$ cat src/rtl/rival_car_scheduler.sv
// Rival-car scheduler: spawns up to two rival cars into fixed lanes, steps them down
// the road on frame ticks, retires them into the score and freezes on player overlap.
module rival_car_scheduler #(
  parameter logic [9:0] LANE0_X        = 10'd248,
  parameter logic [9:0] LANE1_X        = 10'd274,
  parameter logic [9:0] LANE2_X        = 10'd300,
  parameter logic [9:0] SPAWN_Y        = 10'd150,
  parameter logic [9:0] DESPAWN_Y      = 10'd390,
  parameter logic [9:0] PLAYER_Y       = 10'd300,
  parameter int         CAR_W          = 14,
  parameter int         CAR_H          = 16,
  parameter int         STEP_FRAMES    = 3,
  parameter int         SPAWN_INTERVAL = 120
) (
  input  logic       clk,
  input  logic       rst_n,
  input  logic       frame_tick,
  input  logic       enable,
  input  logic       clear,
  input  logic [9:0] player_x,
  output logic [1:0] rival_valid,
  output logic [9:0] rival0_x,
  output logic [9:0] rival0_y,
  output logic [9:0] rival1_x,
  output logic [9:0] rival1_y,
  output logic       collide,
  output logic [7:0] score
);
  // state | meaning
  // IDLE  | stopped, waiting for enable
  // RUN   | rivals spawn, step and retire on enabled frame ticks
  // CRASH | overlap seen, everything frozen until clear or reset
  typedef enum logic [1:0] {IDLE, RUN, CRASH} state_t;

  localparam logic [7:0]  STEP_LAST  = 8'(STEP_FRAMES - 1);
  localparam logic [7:0]  SPAWN_LAST = 8'(SPAWN_INTERVAL - 1);
  localparam logic [10:0] CAR_W_L    = 11'(CAR_W);
  localparam logic [10:0] CAR_H_L    = 11'(CAR_H);
  localparam logic [7:0]  LFSR_SEED  = 8'hA5;

  state_t     state_q, state_d;
  logic [7:0] lfsr_q, lfsr_d;
  logic [7:0] step_q, step_d;
  logic [7:0] spawn_q, spawn_d;
  logic [7:0] score_q, score_d;
  logic [1:0] valid_q, valid_d;
  logic [9:0] x_q [2];
  logic [9:0] x_d [2];
  logic [9:0] y_q [2];
  logic [9:0] y_d [2];
  logic       collide_q, collide_d;
  logic [1:0] hit;
  logic       do_step;
  logic [1:0] retired;
  logic [8:0] score_sum;

  function automatic logic [10:0] absdiff(input logic [9:0] a, input logic [9:0] b);
    absdiff = (a >= b) ? ({1'b0, a} - {1'b0, b}) : ({1'b0, b} - {1'b0, a});
  endfunction

  function automatic logic [9:0] lane_x(input logic [1:0] sel);
    case (sel)
      2'd0:    lane_x = LANE0_X;
      2'd2:    lane_x = LANE2_X;
      default: lane_x = LANE1_X;
    endcase
  endfunction

  always_comb begin
    for (int i = 0; i < 2; i++) begin
      hit[i] = valid_q[i] && (absdiff(x_q[i], player_x) < CAR_W_L)
                          && (absdiff(y_q[i], PLAYER_Y) < CAR_H_L);
    end
  end

  always_comb begin
    state_d   = state_q;
    lfsr_d    = lfsr_q;
    step_d    = step_q;
    spawn_d   = spawn_q;
    score_d   = score_q;
    valid_d   = valid_q;
    x_d       = x_q;
    y_d       = y_q;
    collide_d = collide_q;
    do_step   = 1'b0;
    retired   = 2'd0;
    score_sum = 9'd0;
    case (state_q)
      IDLE: if (enable) state_d = RUN;
      RUN: begin
        if (|hit) begin
          state_d   = CRASH;
          collide_d = 1'b1;
        end else if (enable && frame_tick) begin
          lfsr_d  = {lfsr_q[6:0], lfsr_q[7] ^ lfsr_q[5] ^ lfsr_q[4] ^ lfsr_q[3]};
          do_step = (step_q == STEP_LAST);
          step_d  = do_step ? 8'd0 : step_q + 8'd1;
          for (int i = 0; i < 2; i++) begin
            if (do_step && valid_q[i]) begin
              y_d[i] = y_q[i] + 10'd1;
              if (y_d[i] == DESPAWN_Y) begin
                valid_d[i] = 1'b0;
                x_d[i]     = '0;
                y_d[i]     = '0;
                retired    = retired + 2'd1;
              end
            end
          end
          score_sum = {1'b0, score_q} + {7'd0, retired};
          score_d   = score_sum[8] ? 8'hFF : score_sum[7:0];
          // Freeness uses valid_q, so a slot retired on this tick is not refilled until the next one.
          if (spawn_q == SPAWN_LAST) begin
            if (!valid_q[0]) begin
              valid_d[0] = 1'b1;
              x_d[0]     = lane_x(lfsr_q[1:0]);
              y_d[0]     = SPAWN_Y;
              spawn_d    = 8'd0;
            end else if (!valid_q[1]) begin
              valid_d[1] = 1'b1;
              x_d[1]     = lane_x(lfsr_q[1:0]);
              y_d[1]     = SPAWN_Y;
              spawn_d    = 8'd0;
            end
          end else begin
            spawn_d = spawn_q + 8'd1;
          end
        end
      end
      default: ;
    endcase
    if (clear) begin
      state_d   = IDLE;
      lfsr_d    = LFSR_SEED;
      step_d    = 8'd0;
      spawn_d   = 8'd0;
      score_d   = 8'd0;
      valid_d   = 2'd0;
      collide_d = 1'b0;
      for (int i = 0; i < 2; i++) begin
        x_d[i] = '0;
        y_d[i] = '0;
      end
    end
  end

  always_ff @(posedge clk or negedge rst_n) begin
    if (!rst_n) begin
      state_q   <= IDLE;
      lfsr_q    <= LFSR_SEED;
      step_q    <= 8'd0;
      spawn_q   <= 8'd0;
      score_q   <= 8'd0;
      valid_q   <= 2'd0;
      collide_q <= 1'b0;
      for (int i = 0; i < 2; i++) begin
        x_q[i] <= '0;
        y_q[i] <= '0;
      end
    end else begin
      state_q   <= state_d;
      lfsr_q    <= lfsr_d;
      step_q    <= step_d;
      spawn_q   <= spawn_d;
      score_q   <= score_d;
      valid_q   <= valid_d;
      collide_q <= collide_d;
      x_q       <= x_d;
      y_q       <= y_d;
    end
  end

  assign rival_valid = valid_q;
  assign rival0_x    = x_q[0];
  assign rival0_y    = y_q[0];
  assign rival1_x    = x_q[1];
  assign rival1_y    = y_q[1];
  assign collide     = collide_q;
  assign score       = score_q;
endmodule
$ cat config.mk
export PLATFORM = sky130hd
export DESIGN_NAME = rival_car_scheduler
export DESIGN_NICKNAME = d
export VERILOG_FILES = /design/src/rtl/rival_car_scheduler.sv
export SDC_FILE = /design/constraint.sdc
export NUM_CORES = 1
export LEC_CHECK = 0
export CORE_UTILIZATION = 35
export CTS_CLUSTER_DIAMETER = 50
export CTS_CLUSTER_SIZE = 16
export DETAILED_ROUTE_END_ITERATION = 6
export REMOVE_ABC_BUFFERS = 1
export SYNTH_ARGS = -nofsm -noshare
export SYNTH_HDL_FRONTEND = slang
export SYNTH_SLANG_ARGS = --single-unit
$ cat constraint.sdc
create_clock -name clk -period 3.3 [get_ports clk]
set_input_delay 0.66 -clock clk [delete_from_list [all_inputs] [get_ports clk]]
set_output_delay 0.66 -clock clk [all_outputs]
set_load 0.03 [all_outputs]
### Yosys cells after proc, flatten, opt, wreduce, memory -nomap -nowiden

Index checks and enable logic that the tools add are counted.

| operators by class | value |
|---|---|
| $add $sub $neg | 14 |
| magnitude comparators | 8 |
| eq/ne operators | 10 |
| muxes and demuxes | 79 |
| bitwise logic cells | 3 |
| reduce and logical (&&, ||, !) cells | 18 |

Operators with widths:

| kind | count |
|---|---|
| $mux 20 | 10 |
| $mux 8 | 21 |
| $mux 10 | 14 |
| $mux 11 | 4 |
| $sub 10x10->11 | 4 |
| $mux 2 | 16 |
| $lt 11x4->1 const B | 2 |
| $lt 11x5->1 const B | 2 |
| $sub 10x9->11 const B | 2 |
| $sub 9x10->11 const A | 2 |
| $add 10x1->10 const B | 2 |
| $eq 10x9->1 const B | 2 |
| $ge 10x10->1 | 2 |
| $ge 10x9->1 const B | 2 |
| $pmux 9 s2 | 1 |
| $add 8x1->8 const B | 2 |
| $mux 1 | 12 |
| $add 8x2->9 | 1 |
| $eq 8x2->1 const B | 1 |
| $eq 8x7->1 const B | 1 |
| $logic_and 1x1->1 | 7 |
| $ne 3x3->1 const B | 2 |
| $reduce_and 3->1 | 2 |
| $reduce_bool 2->1 | 3 |
| other kinds (12) | 15 |

| word-level totals | value |
|---|---|
| bits in registers | 77 |
| input port bits | 15 |
| output and inout bits | 51 |
| logic and storage cells | 143 |

### Logic depth before layout (Yosys ltp)

Gate-level depths: netlist of the first run.

| logic depth | value |
|---|---|
| depth after elaboration | 20 |
| mapped depth | 18 |
| mapped depth without buffers | 17 |

### Worst setup path after synthesis of the first run

No wires, ideal clock.

| timing | value |
|---|---|
| path kind | flip-flop to flip-flop |
| start | register y_q, in the netlist rival1_y[4] |
| end | register score_q[1], in the netlist score[1] |
| setup time | 0.099 ns |
| arrival time | 3.704 ns |
| data required time | 3.201 ns |
| slack | -0.503 ns |
| stages on the path, launching flop included | 17 |
| buffers on the path | 1 |
| period minus slack after synthesis | 3.803 ns |
| cells stage by stage | dfrtp_1 buf_1 nand3_1 or2_2 o31a_1 o22ai_1 nor4b_2 ha_1 nand3_1 o21ai_0 ha_1 inv_1 fa_1 nor2_1 and3_1 inv_1 a311oi_1 |

| on the way | value |
|---|---|
| longest elaborated chain between the ends | 13 |
| elaborated cells between the ends (all ways) | 22 |
| those cells by class | 4 x add/sub; 2 x order compare; 2 x eq/ne; 11 x mux; 3 x reduce/logical |

Ends and longest elaborated chain:

| what | line | RTL |
|---|---|---|
| from (decl) | 49 | `logic [9:0] y_q [2];` |
| from (signal assigned) | 169 | `y_q <= y_d;` |
| $add 10x1->10 | 101 | `y_d[i] = y_q[i] + 10'd1;` |
| $eq 10x9->1 | 102 | `if (y_d[i] == DESPAWN_Y) begin` |
| $mux 2 | 102 |  |
| $mux 2 | 100 | `if (do_step && valid_q[i]) begin` |
| $mux 2 | 95 | `end else if (enable && frame_tick) begin` |
| $mux 2 | 92 | `if (\|hit) begin` |
| $mux 2 | 89 | `case (state_q)` |
| $add 8x2->9 | 110 | `score_sum = {1'b0, score_q} + {7'd0, retired};` |
| $mux 8 | 111 | `score_d = score_sum[8] ? 8'hFF : score_sum[7:0];` |
| $mux 8 | 95 |  |
| $mux 8 | 92 |  |
| $mux 8 | 89 |  |
| $mux 8 | 132 | `if (clear) begin` |
| to (signal assigned) | 165 | `score_q <= score_d;` |
| to (decl) | 45 | `logic [7:0] score_q, score_d;` |

Parallel ways exist; a longest one is shown, timed or not. The select of a mux whose other input is x is not followed.
A chain may end at the register's enable or synchronous reset.

### Worst setup path after layout of the first run

| timing | value |
|---|---|
| start | input port player_x[9] |
| end | register score_q[3], in the netlist score[3] |

| on the way | value |
|---|---|
| longest elaborated chain between the ends | 8 |
| elaborated cells between the ends (all ways) | 17 |
| those cells by class | 4 x add/sub; 4 x order compare; 1 x eq/ne; 2 x mux; 6 x reduce/logical |

Ends and longest elaborated chain:

| what | line | RTL |
|---|---|---|
| from (decl) | 20 | `input logic [9:0] player_x,` |
| $sub 10x10->11 / $ge 10x10->1 (equally long branches) | 58 | `absdiff = (a >= b) ? ({1'b0, a} - {1'b0, b}) : ({1'b0, b} - {1'b0, a});` |
| $mux 11 | 58 |  |
| $lt 11x4->1 | 71 | `hit[i] = valid_q[i] && (absdiff(x_q[i], player_x) < CAR_W_L)` |
| $logic_and 1x1->1 | 71 |  |
| $logic_and 1x1->1 | 72 | `&& (absdiff(y_q[i], PLAYER_Y) < CAR_H_L);` |
| $reduce_or 2->1 * | 92 |  |
| $ne 2x2->1 (no line) * | -- |  |
| $reduce_and 3->1 (no line) * | -- |  |

Mark *: on every way between the ends. The rest lies on a longest branch, timed or not.

==> results of run 1 <==
## report_power, final
part / total [mW] / internal, mW / leakage [nW] / switching [mW]
registers: 0.959 / 0.952 / 1.06 / 0.00636
clock network: 0.918 / 0.508 / 0.124 / 0.410
logic: 0.410 / 0.193 / 3.18 / 0.217
total: 2.29 / 1.65 / 4.36 / 0.634
## metrics by stage
step           std cells  hold WS [ns]  power, mW
5_1_grt             1339         0.517       2.38
3_3_place_gp        1303         0.469       1.32
3_5_place_dp        1303         0.480       1.32
6_report            1339         0.459       2.29
2_1_floorplan        787         0.364       1.14
4_1_cts             1333         0.497       2.28
## final timing paths
kind | startpoint | endpoint | slack [ns] | cells after the start
hold reg to reg | step_q[7]$_DFFE_PN0P_ | step_q[7]$_DFFE_PN0P_ | 0.50 | 1
hold / removal | rst_n | score[5]$_DFFE_PN0P_ | 0.46 | 1
min in group clk | step_q[7]$_DFFE_PN0P_ | step_q[7]$_DFFE_PN0P_ | 0.50 | 1
max in group asynchronous | rst_n | rival0_x[0]$_DFFE_PN0P_ | 2.08 | 1
setup / recovery | player_x[9] | score[3]$_DFFE_PN0P_ | -0.29 | 15
setup reg to reg | rival1_x[0]$_DFFE_PN0P_ | score[3]$_DFFE_PN0P_ | -0.23 | 15
## kinds of logic after synthesis
group,after synthesis,synth area share
simple gates,310,0.233
compound gates,236,0.239
buf+inv,117,0.0725
flops,77,0.283
fa+ha+maj,57,0.110
xor+xnor,37,0.0474
mux,10,0.0152
## worst reg2reg max path: stages, from the launching register on
cell and delay [ns]:
dfrtp_1 0.42, buf_6 0.13, ha_4 0.14, inv_2 0.04, fa_2 0.40, nand3_2 0.08
nand3b_1 0.08, a32oi_1 0.17, o32a_1 0.15, o211ai_1 0.08, or4_1 0.55, a221o_1 0.39
and3_4 0.22, buf_12 0.15, and2_4 0.19, a311oi_2 0.23
## area by class of cell
class | instances | area (um2)
clock buffers | 10 | 229
clock inverters | 6 | 41.3
fillers | 1758 | 8790
inverters | 60 | 228
multi-input cells | 650 | 4990
flip-flops and latches | 77 | 1930
well taps | 260 | 325
repair buffers | 276 | 2350
## placed cells by master, fill, tap and decap left out, types with 25 or more instances in the layout
cell and count:
o21ai_0 25, clkdlybuf4s50_1 53, nand3_1 45, dfrtp_1 72
buf_4 192, inv_1 48, a21oi_1 51, nor2_1 48
nand2_1 74, ha_1 35
## flip-flops by register name, summed over array words and instances, names as in the netlist
signal,flops
state_q,2
rival1_x,10
rival0_x,10
rival_valid,2
rival0_y,10
step_q,8
collide,1
rival1_y,10
score,8
spawn_q,8
lfsr_q,8
## routing by layer
layer  track usage  vias up  wire [um]
met3        0.0273       20       1070
met2         0.360      194      10100
met1         0.302     3456      10100
met4        0.0475        0        259
met5             0        -          0
li1              -     3506          -
## what timing repair did
item	4_1_cts	5_1_grt
cloned	5	0
resized for setup	109	60
buffers inserted	9	7
pin swaps	41	32
endpoints found under the setup margin	77	77
hold buffers	0	0
==> impl_metrics.json, run 1 <==
{
  "status": "complete, but fails checks",
  "violations": "negative setup slack",
  "synth-edff-count": 0,
  "nets": 1146,
  "clockBufferDepth": 2,
  "row_count": 50,
  "cts_root_buf": "clkbuf_16",
  "synth.most_common_cell": "nand2_1",
  "endpoint_kind": "flip-flop",
  "drt_iter0_markers": 532,
  "critical_path.max_stage_delay_ns": 0.55,
  "path_delay_family": "compound AO/OA/AOI/OAI gates",
  "cpMostUsedCell": "o211ai_1",
  "final_util": 0.535,
  "ys_seq_area_frac": 0.283,
  "critPathKind": "input port to flip-flop",
  "die_h_um": 142,
  "min_path_type": "input port to asynchronous set/reset pin",
  "grt_pass1_vias": 6861,
  "syn_inst": 844,
  "ys_types": 77,
  "syn_area_per_cell_um2": 8.09,
  "cp-start-kind": "input port",
  "setup_slack_ns": -0.290,
  "path_max_fanout": 6,
  "cts_tree": "done",
  "drv_cap": 0,
  "grt_pass1_wl_mm": 35.1,
  "antenna_found_initial": 0,
  "drive_gt1_frac": 0.324,
  "worst_path_max_delay_cell": "or4_1",
  "fin_area_um2": 10100,
  "yosysWarningCount": 0,
  "postRouteWirelength_mm": 21.6,
  "p_leak_nw": 4.36,
  "worstSkewPairLatency_ns": 0.34,
  "dieArea_um2": 20100,
  "worstPathArrival_ns": 3.83,
  "finalCritPeriodShare": 1.09,
  "synth_area_leaders": "dfrtp_1, ha_1, a21oi_1",
  "area_growth_pct": 47.9,
  "first_pass_iters": 5,
  "pin_count": 66,
  "fmaxAchievable_mhz": 279,
  "vias": 7176,
  "wl_per_cell_um": 16.1,
  "slew_viol_final": 0,
  "track_usage": 0.217,
  "core_um2": 18900,
  "synth_top_area_frac": 0.267,
  "period_needed_ns": 3.59,
  "clock_sinks": 77,
  "final_hold_viol_count": 0,
  "io_buffer_count": 65,
  "htree_levels": 3,
  "synth_common_cells": "nand2_1, dfrtp_1, a21oi_1, inv_1, ha_1",
  "fin_setup_tns_ns": -16.98,
  "grt_max_degree": 78,
  "async_flop_share": 1.00,
  "critPathBufInv": 4,
  "p_per_area_nw_per_um2": 226,
  "required_ns": 3.54,
  "ys_ff_latch": 77,
  "cts-buffers-inserted": 9,
  "clk_pin_slew_ns": 0.06,
  "rsz0062_at_grt": "true",
  "overflow": 0,
  "start_util": 0.362,
  "dp_hpwl_mm": 15.7,
  "slew-limit-headroom": 0.315,
  "drc": 0,
  "worst_slew_pin_slew_ns": 1.03,
  "detail_route.vias_per_cell": 5.36,
  "setup_violations": 77,
  "place_congestion": 0.871,
  "place_ws_ns": -1.36,
  "synth_flop_cell": "dfrtp_1",
  "fp.dieW_um": 142,
  "critical_path.cell_chain": "clkdlybuf4s15_1 -> inv_1 -> buf_4 -> ha_4 -> a21oi_1 -> o211ai_1 -> o2111ai_1 -> a31oi_1 -> o211ai_1 -> or4_1 -> a221o_1 -> and3_4 -> buf_12 -> and2_4 -> a311oi_2",
  "ir_drop_mv": 0.250,
  "synth_largest_area_cell": "dfrtp_1",
  "place_area_um2": 8990,
  "antenna_cells": 0,
  "syn_area_um2": 6830,
  "detail-route-antenna-nets": 0,
  "skew_ns": 0.0102
}
No activity file was read; power rests on OpenSTA's default activity.
==> inputs of run 2 (changes only) <==
--- a/config.mk
+++ b/config.mk
@@ -7,7 +7,6 @@
 export LEC_CHECK = 0
 export CORE_UTILIZATION = 35
 export CTS_CLUSTER_DIAMETER = 50
-export CTS_CLUSTER_SIZE = 16
 export DETAILED_ROUTE_END_ITERATION = 6
 export REMOVE_ABC_BUFFERS = 1
 export SYNTH_ARGS = -nofsm -noshare
==> results of run 2 <==
No change in the layout: final DEF, timing and power equal those of run 1.
==> inputs of run 3 (changes only) <==
--- a/config.mk
+++ b/config.mk
@@ -8,7 +8,9 @@
 export CORE_UTILIZATION = 35
 export CTS_CLUSTER_DIAMETER = 50
 export DETAILED_ROUTE_END_ITERATION = 6
+export PLACE_DENSITY = 0.67
 export REMOVE_ABC_BUFFERS = 1
+export SLEW_MARGIN = 5
 export SYNTH_ARGS = -nofsm -noshare
 export SYNTH_HDL_FRONTEND = slang
 export SYNTH_SLANG_ARGS = --single-unit
==> run 3 against run 2 <==
  * The flow finishes with violations (design-rule violations, negative setup slack)
  * Critical path depth grew 2
  * Fmax shrank 1.3%
  * Sequential share of layout area fell by 0.37 points
  * Sequential power barely moved
  * Final cell count up 0.30%
  * Utilization grew 1.0 points
  * Highest routed layer unchanged
==> impl_metrics.json, run 3 (synthesized netlist as in run 1, its figures left out) <==
{
  "slew_viol_final": 0,
  "drv_cap": 0,
  "multiInputGateArea_um2": 5090,
  "period_needed_ns": 3.64,
  "clockBufferDepth": 2,
  "cts-buffers-inserted": 9,
  "setup_violations": 77,
  "setup_slack_ns": -0.337,
  "path_max_fanout": 8,
  "dieArea_um2": 20100,
  "fin_area_um2": 10300,
  "status": "complete, but fails checks",
  "place_area_um2": 8940,
  "drt_iter0_markers": 634,
  "p_per_area_nw_per_um2": 247,
  "clock_sinks": 77,
  "slew-limit-headroom": 0.338,
  "total_power_mw": 2.54,
  "worstSkewPairLatency_ns": 0.34,
  "grt_pass1_vias": 7087,
  "antenna_cells": 0,
  "htree_levels": 3,
  "final_hold_viol_count": 0,
  "violations": "design-rule violations, negative setup slack",
  "endpoint_kind": "flip-flop",
  "cp-start-kind": "input port",
  "drc": 4,
  "clk_pin_slew_ns": 0.06,
  "cts_hold_buf": 0,
  "overflow": 0,
  "min_path_type": "input port to asynchronous set/reset pin",
  "io_buffer_count": 65,
  "finalCritPeriodShare": 1.10,
  "pin_count": 66,
  "antenna_found_initial": 0,
  "place_ws_ns": -1.31,
  "drive_gt1_frac": 0.343,
  "nets": 1150,
  "start_util": 0.362,
  "worstPathArrival_ns": 3.88,
  "ir_drop_mv": 0.241,
  "fp.dieW_um": 142,
  "cts_root_buf": "clkbuf_16",
  "core_um2": 18900,
  "wl_per_cell_um": 16.7,
  "vias": 7407,
  "die_h_um": 142,
  "critPathKind": "input port to flip-flop",
  "fill_cells": 1636,
  "skew_ns": 0.0131,
  "detail-route-antenna-nets": 0,
  "first_pass_iters": 7,
  "place_congestion": 0.916,
  "area_growth_pct": 50.8,
  "seqCellArea_um2": 1930,
  "r2r_setup_slack_ns": -0.33,
  "row_count": 50,
  "detail_route.vias_per_cell": 5.52,
  "dp_hpwl_mm": 15.3,
  "grt_pass1_wl_mm": 35.4,
  "reg2reg_to": "score[3]$_DFFE_PN0P_",
  "track_usage": 0.219,
  "fin_setup_tns_ns": -19.37,
  "worst_slew_pin_slew_ns": 0.993,
  "r2r_cells": 14,
  "fmaxAchievable_mhz": 275,
  "timing.rr.start": "rival1_x[0]$_DFFE_PN0P_",
  "postRouteWirelength_mm": 22.4,
  "grt_max_degree": 78,
  "final_cell_mix": "buf_4, dfrtp_1, nand2_1",
  "required_ns": 3.55,
  "rsz0062_at_grt": "true",
  "p_leak_nw": 4.41,
  "layout_commonest_cell": "buf_4",
  "cts_tree": "done"
}
run 3: metal layers:
layer | up-vias | wire length (um) | GRT usage
li1 | 3522 | - | -
met4 | 0 | 615 | 0.0781
met1 | 3497 | 9820 | 0.297
met5 | - | 0 | 0
met3 | 55 | 1370 | 0.0283
met2 | 333 | 10600 | 0.357
run 3: final cells by class:
| type | count | area share |
|---|---|---|
| Inverter | 60 | 0.0233 |
| Tap cell | 260 | 0.0316 |
| Timing Repair Buffer | 277 | 0.230 |
| Multi-Input combinational cell | 653 | 0.494 |
| Sequential cell | 77 | 0.188 |
| Clock inverter | 6 | 0.0106 |
| Clock buffer | 10 | 0.0232 |
run 3: repair_timing:
| item | in CTS | in global routing |
|---|---|---|
| pin swaps | 58 | 49 |
| endpoints found under the setup margin | 77 | 77 |
| resized for setup | 137 | 80 |
| buffers inserted | 19 | 4 |
| gates cloned | 5 | 0 |
run 3: per-stage QoR:
step                instances  utilization  hold WS, ns
floorplan                 787            -        0.364
global placement         1300        0.473        0.472
detailed placement       1300        0.473        0.490
CTS                      1340        0.527        0.497
global route             1343        0.545        0.506
finish                   1343        0.545        0.459
run 3: worst max path at each step:
stage                                  from                       to  slack, ns  cells after the start
floorplan                       player_x[0]  rival0_x[4]$_DFFE_PN0P_      -0.98                     14
global placement                player_x[0]     score[2]$_DFFE_PN0P_      -1.23                     14
detailed placement              player_x[0]     score[5]$_DFFE_PN0P_      -1.31                     16
CTS                 rival1_x[0]$_DFFE_PN0P_     score[3]$_DFFE_PN0P_      -0.31                     14
global route        rival1_x[1]$_DFFE_PN0P_     score[3]$_DFFE_PN0P_      -0.47                     12
finish                          player_x[0]     score[3]$_DFFE_PN0P_      -0.34                     17
run 3: critical path, stage by stage:
cell      delay [ns]
buf_12          0.12
clkinv_8        0.04
buf_6           0.09
ha_4            0.12
inv_2           0.04
fa_2            0.41
nand3_2         0.08
nand3b_1        0.08
a32oi_1         0.17
o32a_1          0.18
o211ai_1        0.08
or4_1           0.56
a221o_2         0.45
and3_4          0.22
buf_6           0.14
and2_4          0.18
a311oi_2        0.25
run 3: power by group:
part,switching [mW],internal [mW]
Clock,0.405,0.760
Combinational,0.224,0.195
Sequential,0.00675,0.952
